--- src/rtl/id_ex_stage_reg.sv ---
// id_ex_stage_reg
//   ID/EX pipeline register with integrated load-use hazard detection.
//   Captures the decoded instruction from ID and presents it to EX and the
//   forwarding unit. It inserts a bubble on a load-use hazard or a flush, and
//   it holds its contents while ext_stall is asserted.
//
// Ports
//   clk, rst            rising-edge clock, asynchronous active-high reset
//   id_*                decoded instruction from the ID stage
//   flush               squash ID/EX contents (EX branch/jump redirect)
//   ext_stall           downstream hold; all id_ex_* outputs freeze
//   load_use_stall      combinational; IF and IF/ID must hold this cycle
//   id_ex_*             registered copies of the id_* fields
//   perf_lu_bubbles     load-use bubble count (only with the optional feature)
//   perf_fl_bubbles     flush bubble count (only with the optional feature)
//
// Configuration
//   ID_EX_PERF_EN       when defined, builds the two wrapping 32-bit bubble
//                       counters. When undefined, both perf ports read 0.
module id_ex_stage_reg #(
  parameter int XLEN           = 32,
  parameter int REG_ADDR_WIDTH = 5,
  parameter int CTRL_W         = 16
) (
  input  logic                      clk,
  input  logic                      rst,
  input  logic                      id_valid,
  input  logic [XLEN-1:0]           id_pc,
  input  logic [XLEN-1:0]           id_rs1_data,
  input  logic [XLEN-1:0]           id_rs2_data,
  input  logic [XLEN-1:0]           id_imm,
  input  logic [REG_ADDR_WIDTH-1:0] id_rs1_addr,
  input  logic [REG_ADDR_WIDTH-1:0] id_rs2_addr,
  input  logic [REG_ADDR_WIDTH-1:0] id_rd_addr,
  input  logic                      id_uses_rs1,
  input  logic                      id_uses_rs2,
  input  logic                      id_reg_wr,
  input  logic                      id_mem_rd,
  input  logic                      id_mem_wr,
  input  logic [CTRL_W-1:0]         id_ctrl,
  input  logic                      flush,
  input  logic                      ext_stall,
  output logic                      load_use_stall,
  output logic                      id_ex_valid,
  output logic [XLEN-1:0]           id_ex_pc,
  output logic [XLEN-1:0]           id_ex_rs1_data,
  output logic [XLEN-1:0]           id_ex_rs2_data,
  output logic [XLEN-1:0]           id_ex_imm,
  output logic [REG_ADDR_WIDTH-1:0] id_ex_rs1_addr,
  output logic [REG_ADDR_WIDTH-1:0] id_ex_rs2_addr,
  output logic [REG_ADDR_WIDTH-1:0] id_ex_rd_addr,
  output logic                      id_ex_reg_wr,
  output logic                      id_ex_mem_rd,
  output logic                      id_ex_mem_wr,
  output logic [CTRL_W-1:0]         id_ex_ctrl,
  output logic [31:0]               perf_lu_bubbles,
  output logic [31:0]               perf_fl_bubbles
);

  logic rs1_hit;
  logic rs2_hit;
  logic bubble;
  logic hold;

  // A load in EX whose destination (not x0) is read by the valid ID
  // instruction. A flush in the same cycle makes the stall pointless.
  always_comb begin
    rs1_hit        = id_uses_rs1 && (id_rs1_addr == id_ex_rd_addr);
    rs2_hit        = id_uses_rs2 && (id_rs2_addr == id_ex_rd_addr);
    load_use_stall = id_ex_valid && id_ex_mem_rd && (id_ex_rd_addr != '0) &&
                     id_valid && (rs1_hit || rs2_hit) && !flush;
  end

  // flush beats ext_stall. During ext_stall, the load-use bubble is deferred
  // because the stage holds its contents.
  always_comb begin
    bubble = flush || (!ext_stall && load_use_stall);
    hold   = !flush && ext_stall;
  end

  always_ff @(posedge clk or posedge rst) begin
    if (rst) begin
      id_ex_valid    <= 1'b0;
      id_ex_pc       <= '0;
      id_ex_rs1_data <= '0;
      id_ex_rs2_data <= '0;
      id_ex_imm      <= '0;
      id_ex_rs1_addr <= '0;
      id_ex_rs2_addr <= '0;
      id_ex_rd_addr  <= '0;
      id_ex_reg_wr   <= 1'b0;
      id_ex_mem_rd   <= 1'b0;
      id_ex_mem_wr   <= 1'b0;
      id_ex_ctrl     <= '0;
    end else if (bubble) begin
      id_ex_valid    <= 1'b0;
      id_ex_pc       <= '0;
      id_ex_rs1_data <= '0;
      id_ex_rs2_data <= '0;
      id_ex_imm      <= '0;
      id_ex_rs1_addr <= '0;
      id_ex_rs2_addr <= '0;
      id_ex_rd_addr  <= '0;
      id_ex_reg_wr   <= 1'b0;
      id_ex_mem_rd   <= 1'b0;
      id_ex_mem_wr   <= 1'b0;
      id_ex_ctrl     <= '0;
    end else if (!hold) begin
      // An invalid slot still copies its fields. Its side-effect strobes are
      // masked so it can never write the register file or memory.
      id_ex_valid    <= id_valid;
      id_ex_pc       <= id_pc;
      id_ex_rs1_data <= id_rs1_data;
      id_ex_rs2_data <= id_rs2_data;
      id_ex_imm      <= id_imm;
      id_ex_rs1_addr <= id_rs1_addr;
      id_ex_rs2_addr <= id_rs2_addr;
      id_ex_rd_addr  <= id_rd_addr;
      id_ex_reg_wr   <= id_reg_wr && id_valid;
      id_ex_mem_rd   <= id_mem_rd && id_valid;
      id_ex_mem_wr   <= id_mem_wr && id_valid;
      id_ex_ctrl     <= id_ctrl;
    end
  end

`ifdef ID_EX_PERF_EN
  logic [31:0] lu_cnt;
  logic [31:0] fl_cnt;

  always_ff @(posedge clk or posedge rst) begin
    if (rst) begin
      lu_cnt <= '0;
      fl_cnt <= '0;
    end else begin
      if (load_use_stall && !ext_stall)
        lu_cnt <= lu_cnt + 32'd1;
      if (flush && (id_ex_valid || id_valid))
        fl_cnt <= fl_cnt + 32'd1;
    end
  end

  always_comb begin
    perf_lu_bubbles = lu_cnt;
    perf_fl_bubbles = fl_cnt;
  end
`else
  always_comb begin
    perf_lu_bubbles = '0;
    perf_fl_bubbles = '0;
  end
`endif

endmodule
--- config.mk ---
export PLATFORM = sky130hd
export DESIGN_NAME = id_ex_stage_reg
export DESIGN_NICKNAME = d
export VERILOG_FILES = /design/src/rtl/id_ex_stage_reg.sv
export SDC_FILE = /design/constraint.sdc
export NUM_CORES = 1
export LEC_CHECK = 0
export ABC_CLOCK_PERIOD_IN_PS = 8900
export CELL_PAD_IN_SITES_DETAIL_PLACEMENT = 1
export CELL_PAD_IN_SITES_GLOBAL_PLACEMENT = 2
export CORE_AREA = 2 2 153 155
export CTS_CLUSTER_DIAMETER = 100
export CTS_CLUSTER_SIZE = 24
export DETAILED_ROUTE_END_ITERATION = 8
export DIE_AREA = 0 0 155 157
export DONT_BUFFER_PORTS = 1
export GPL_TIMING_DRIVEN = 0
export PLACE_DENSITY_LB_ADDON = 0.1
export SETUP_SLACK_MARGIN = 0.5
export SYNTH_ARGS = -nofsm -noshare
export SYNTH_HDL_FRONTEND = slang
export SYNTH_SLANG_ARGS = --single-unit
--- constraint.sdc ---
create_clock -name clk -period 8.9 [get_ports clk]
set_input_delay 0.89 -clock clk [delete_from_list [all_inputs] [get_ports clk]]
set_output_delay 0.89 -clock clk [all_outputs]
set_load 0.01 [all_outputs]
==> out/results.tsv <==
metric	value	unit
first_iter_violations	456	
dp_slack	5530	ps
place_congestion	0.800	
root_buffer	clkbuf_16	
yosysTopAreaCell	dfrtp_1	
h-tree-depth	4	
rr_startpoint	id_ex_rd_addr[2]$_DFFE_PP0P_	
tightest_slew	790	ps
rows	55	
post-dp-hpwl	22300	µm
finalWirelength	31000	µm
fin_ws	5420	ps
drive_gt1_share	13.1	%
cpPeakStageDelay	590	ps
synthAdderAreaFrac	0	%
vdd_drop_max	0.114	mV
cts_tree	yes	
clock_latency	440	ps
r2r_slack	6570	ps
max_slew_margin	47.3	%
drc	0	
synth-simple-area-share	17.3	%
syn_to_final_growth	13.8	%
yosysTopAreaCellShare	46.8	%
power_density	190	nW/µm²
cp-end-kind	output pin	
syn-instance-count	938	
num_vias	7511	
grt_pass1_wl	47200	µm
avgSynthCellArea	9.30	µm²
core_area	22500	µm²
outcome	complete, no violations	
cts_made_buffers	17	
synth-seq-cells	163	
crit_path_start_kind	register	
path_cells	xnor2_1, nand4_1, o22ai_2, buf_2, nor2b_1	
fin_setup_tns	0	ps
place_area	9350	µm²
rsz0062_at_grt	no	
nets	1190	
post_cts_resize_count	0	
cts_buffer_depth	2	
cp-startpoint	id_ex_rd_addr[2]$_DFFE_PP0P_	
final_cell_mix	nand2_1, dfrtp_1, o21ai_1	
arrival	2590	ps
cp_slowest_cell	dfrtp_1	
setup.worst_path.class	register to output pin	
synth_compound_area_share	23.9	%
drv_slew	0	
io_buffers	0	
grt-ovfl-total	0	
r2r-end	id_ex_rs2_data[9]$_DFFE_PP0P_	
final_cell_area	9930	µm²
synth.distinct_cells	24	
die_w	155	µm
final-hold-violation-count	0	
synthesis.area	8720	µm²
wire_per_inst	23.5	µm
cp.depth	5	
yosysWarnings	0	
fin_crit_sh	39.1	%
synth_seq_area_share	46.8	%
critPathMaxFanout	10	
avgViaCountPerCell	5.69	
grt.total_usage	25.0	%
fmax	0.288	GHz
cp.required	8010	ps
diodes	0	
crit_family	flip-flops	
worst_r2r_path_depth	6	
final_common_cell	nand2_1	
die-area	24300	µm²
ios	397	
ant_nets	0	
grt_start_max_net_pins	108	
fin_crit	3480	ps
power.leakage	4.56	nW
hp-class	primary input to asynchronous set/reset pin	
synthMuxAreaShare	0	%
fillCellCount	2614	
first_pass_iters	5	
die_h	157	µm
finalSetupViolations	0	
hold_buffers	0	
drv_cap	0	
clock_sinks	163	
initial_core_util	38.8	%
path_buf_inv	1	
endpoint	load_use_stall	
antenna_found_initial	0	
synth.area.top_cells	dfrtp_1, and3b_1, o21ai_1	
synth_top_family_by_area	compound AO/OA/AOI/OAI gates	
post-cts-setup-buffers	0	
synthXorXnorAreaFrac	1.00	%
finClkSkew	14.4	ps
clk_pin_slew	80	ps
grt_pass1_vias	7997	
## final cells by class
cell class / instances / area [µm²] / area share (%)
Tap cell: 285 / 357 / 3.59
Clock inverter: 14 / 140 / 1.41
Sequential cell: 163 / 4080 / 41.1
Timing Repair Buffer: 1 / 27.5 / 0.277
Multi-Input combinational cell: 672 / 3910 / 39.4
Inverter: 1 / 11.3 / 0.113
Clock buffer: 18 / 439 / 4.42
Buffer: 165 / 963 / 9.70
## power breakdown
| group | internal, mW | total, mW | switching, mW |
|---|---|---|---|
| registers | 0.812 | 0.913 | 0.102 |
| logic | 0.0945 | 0.235 | 0.141 |
| clock network | 0.401 | 0.740 | 0.339 |
## synthesized netlist by cell type
master	instances
nand2_1	165
o21ai_0	3
conb_1	1
nor2_1	1
a22oi_1	11
buf_4	78
clkbuf_1	65
o21ai_1	149
and3b_1	87
buf_1	1
nand4_1	2
buf_6	4
or4_1	1
buf_2	17
o2111ai_2	1
xnor2_1	10
o22ai_2	1
dfrtp_1	163
inv_1	1
o221ai_1	11
a31oi_1	87
nor2b_1	4
nor3b_1	10
a32oi_1	65
## registers in the layout, summed over array words and instances (netlist names), 5 cells and up
signal / flops
id_ex_rd_addr: 5
id_ex_imm: 32
id_ex_rs1_data: 32
id_ex_ctrl: 16
id_ex_rs1_addr: 5
id_ex_rs2_addr: 5
id_ex_pc: 32
id_ex_rs2_data: 32
## worst reg2reg max path, cell delays in order (launching register included)
cell and delay [ps]:
dfrtp_1 590, xnor2_1 180, nand4_1 190, o22ai_2 510, buf_2 340, buf_2 280
o21ai_0 120
## stage by stage
stage	utilization, %	hold WS (ps)	total power [mW]	std cells
2_1_floorplan	-	533	1.08	1001
3_3_place_gp	41.4	555	1.16	1286
3_5_place_dp	41.6	565	1.17	1287
4_1_cts	44.1	328	1.91	1319
5_1_grt	44.1	343	1.98	1319
6_report	44.1	321	1.89	1319
## worst min-delay path by stage
| stage | from | endpoint | slack, ps | depth (start not counted) |
|---|---|---|---|---|
| after global placement | id_ex_pc[8]$_DFFE_PP0P_ | id_ex_pc[8]$_DFFE_PP0P_ | 550 | 2 |
| after floorplan | id_ex_ctrl[0]$_DFFE_PP0P_ | id_ex_ctrl[0]$_DFFE_PP0P_ | 530 | 2 |
| after CTS | rst | id_ex_rs1_data[9]$_DFFE_PP0P_ | 330 | 1 |
| final | rst | id_ex_rs1_data[14]$_DFFE_PP0P_ | 320 | 1 |
| after global routing | rst | id_ex_rs1_data[14]$_DFFE_PP0P_ | 340 | 1 |
| after detailed placement | id_ex_pc[25]$_DFFE_PP0P_ | id_ex_pc[25]$_DFFE_PP0P_ | 560 | 2 |
## cells by family after synthesis
| logic type | after synthesis |
|---|---|
| buffers and inverters | 166 |
| xor gates and xnor gates | 10 |
| DFF | 163 |
| and+or+nand+nor | 270 |
| AOI/OAI and AO/OA | 328 |
| other | 1 |
## per-layer routing
layer	track usage, %	vias up	part of all wire [%]
met5	0	-	0
met4	8.29	0	2.2
met3	10.8	32	11
met2	40.7	276	48
met1	29.8	3722	39
li1	-	3481	-
Power figures use the tool's default switching activity.
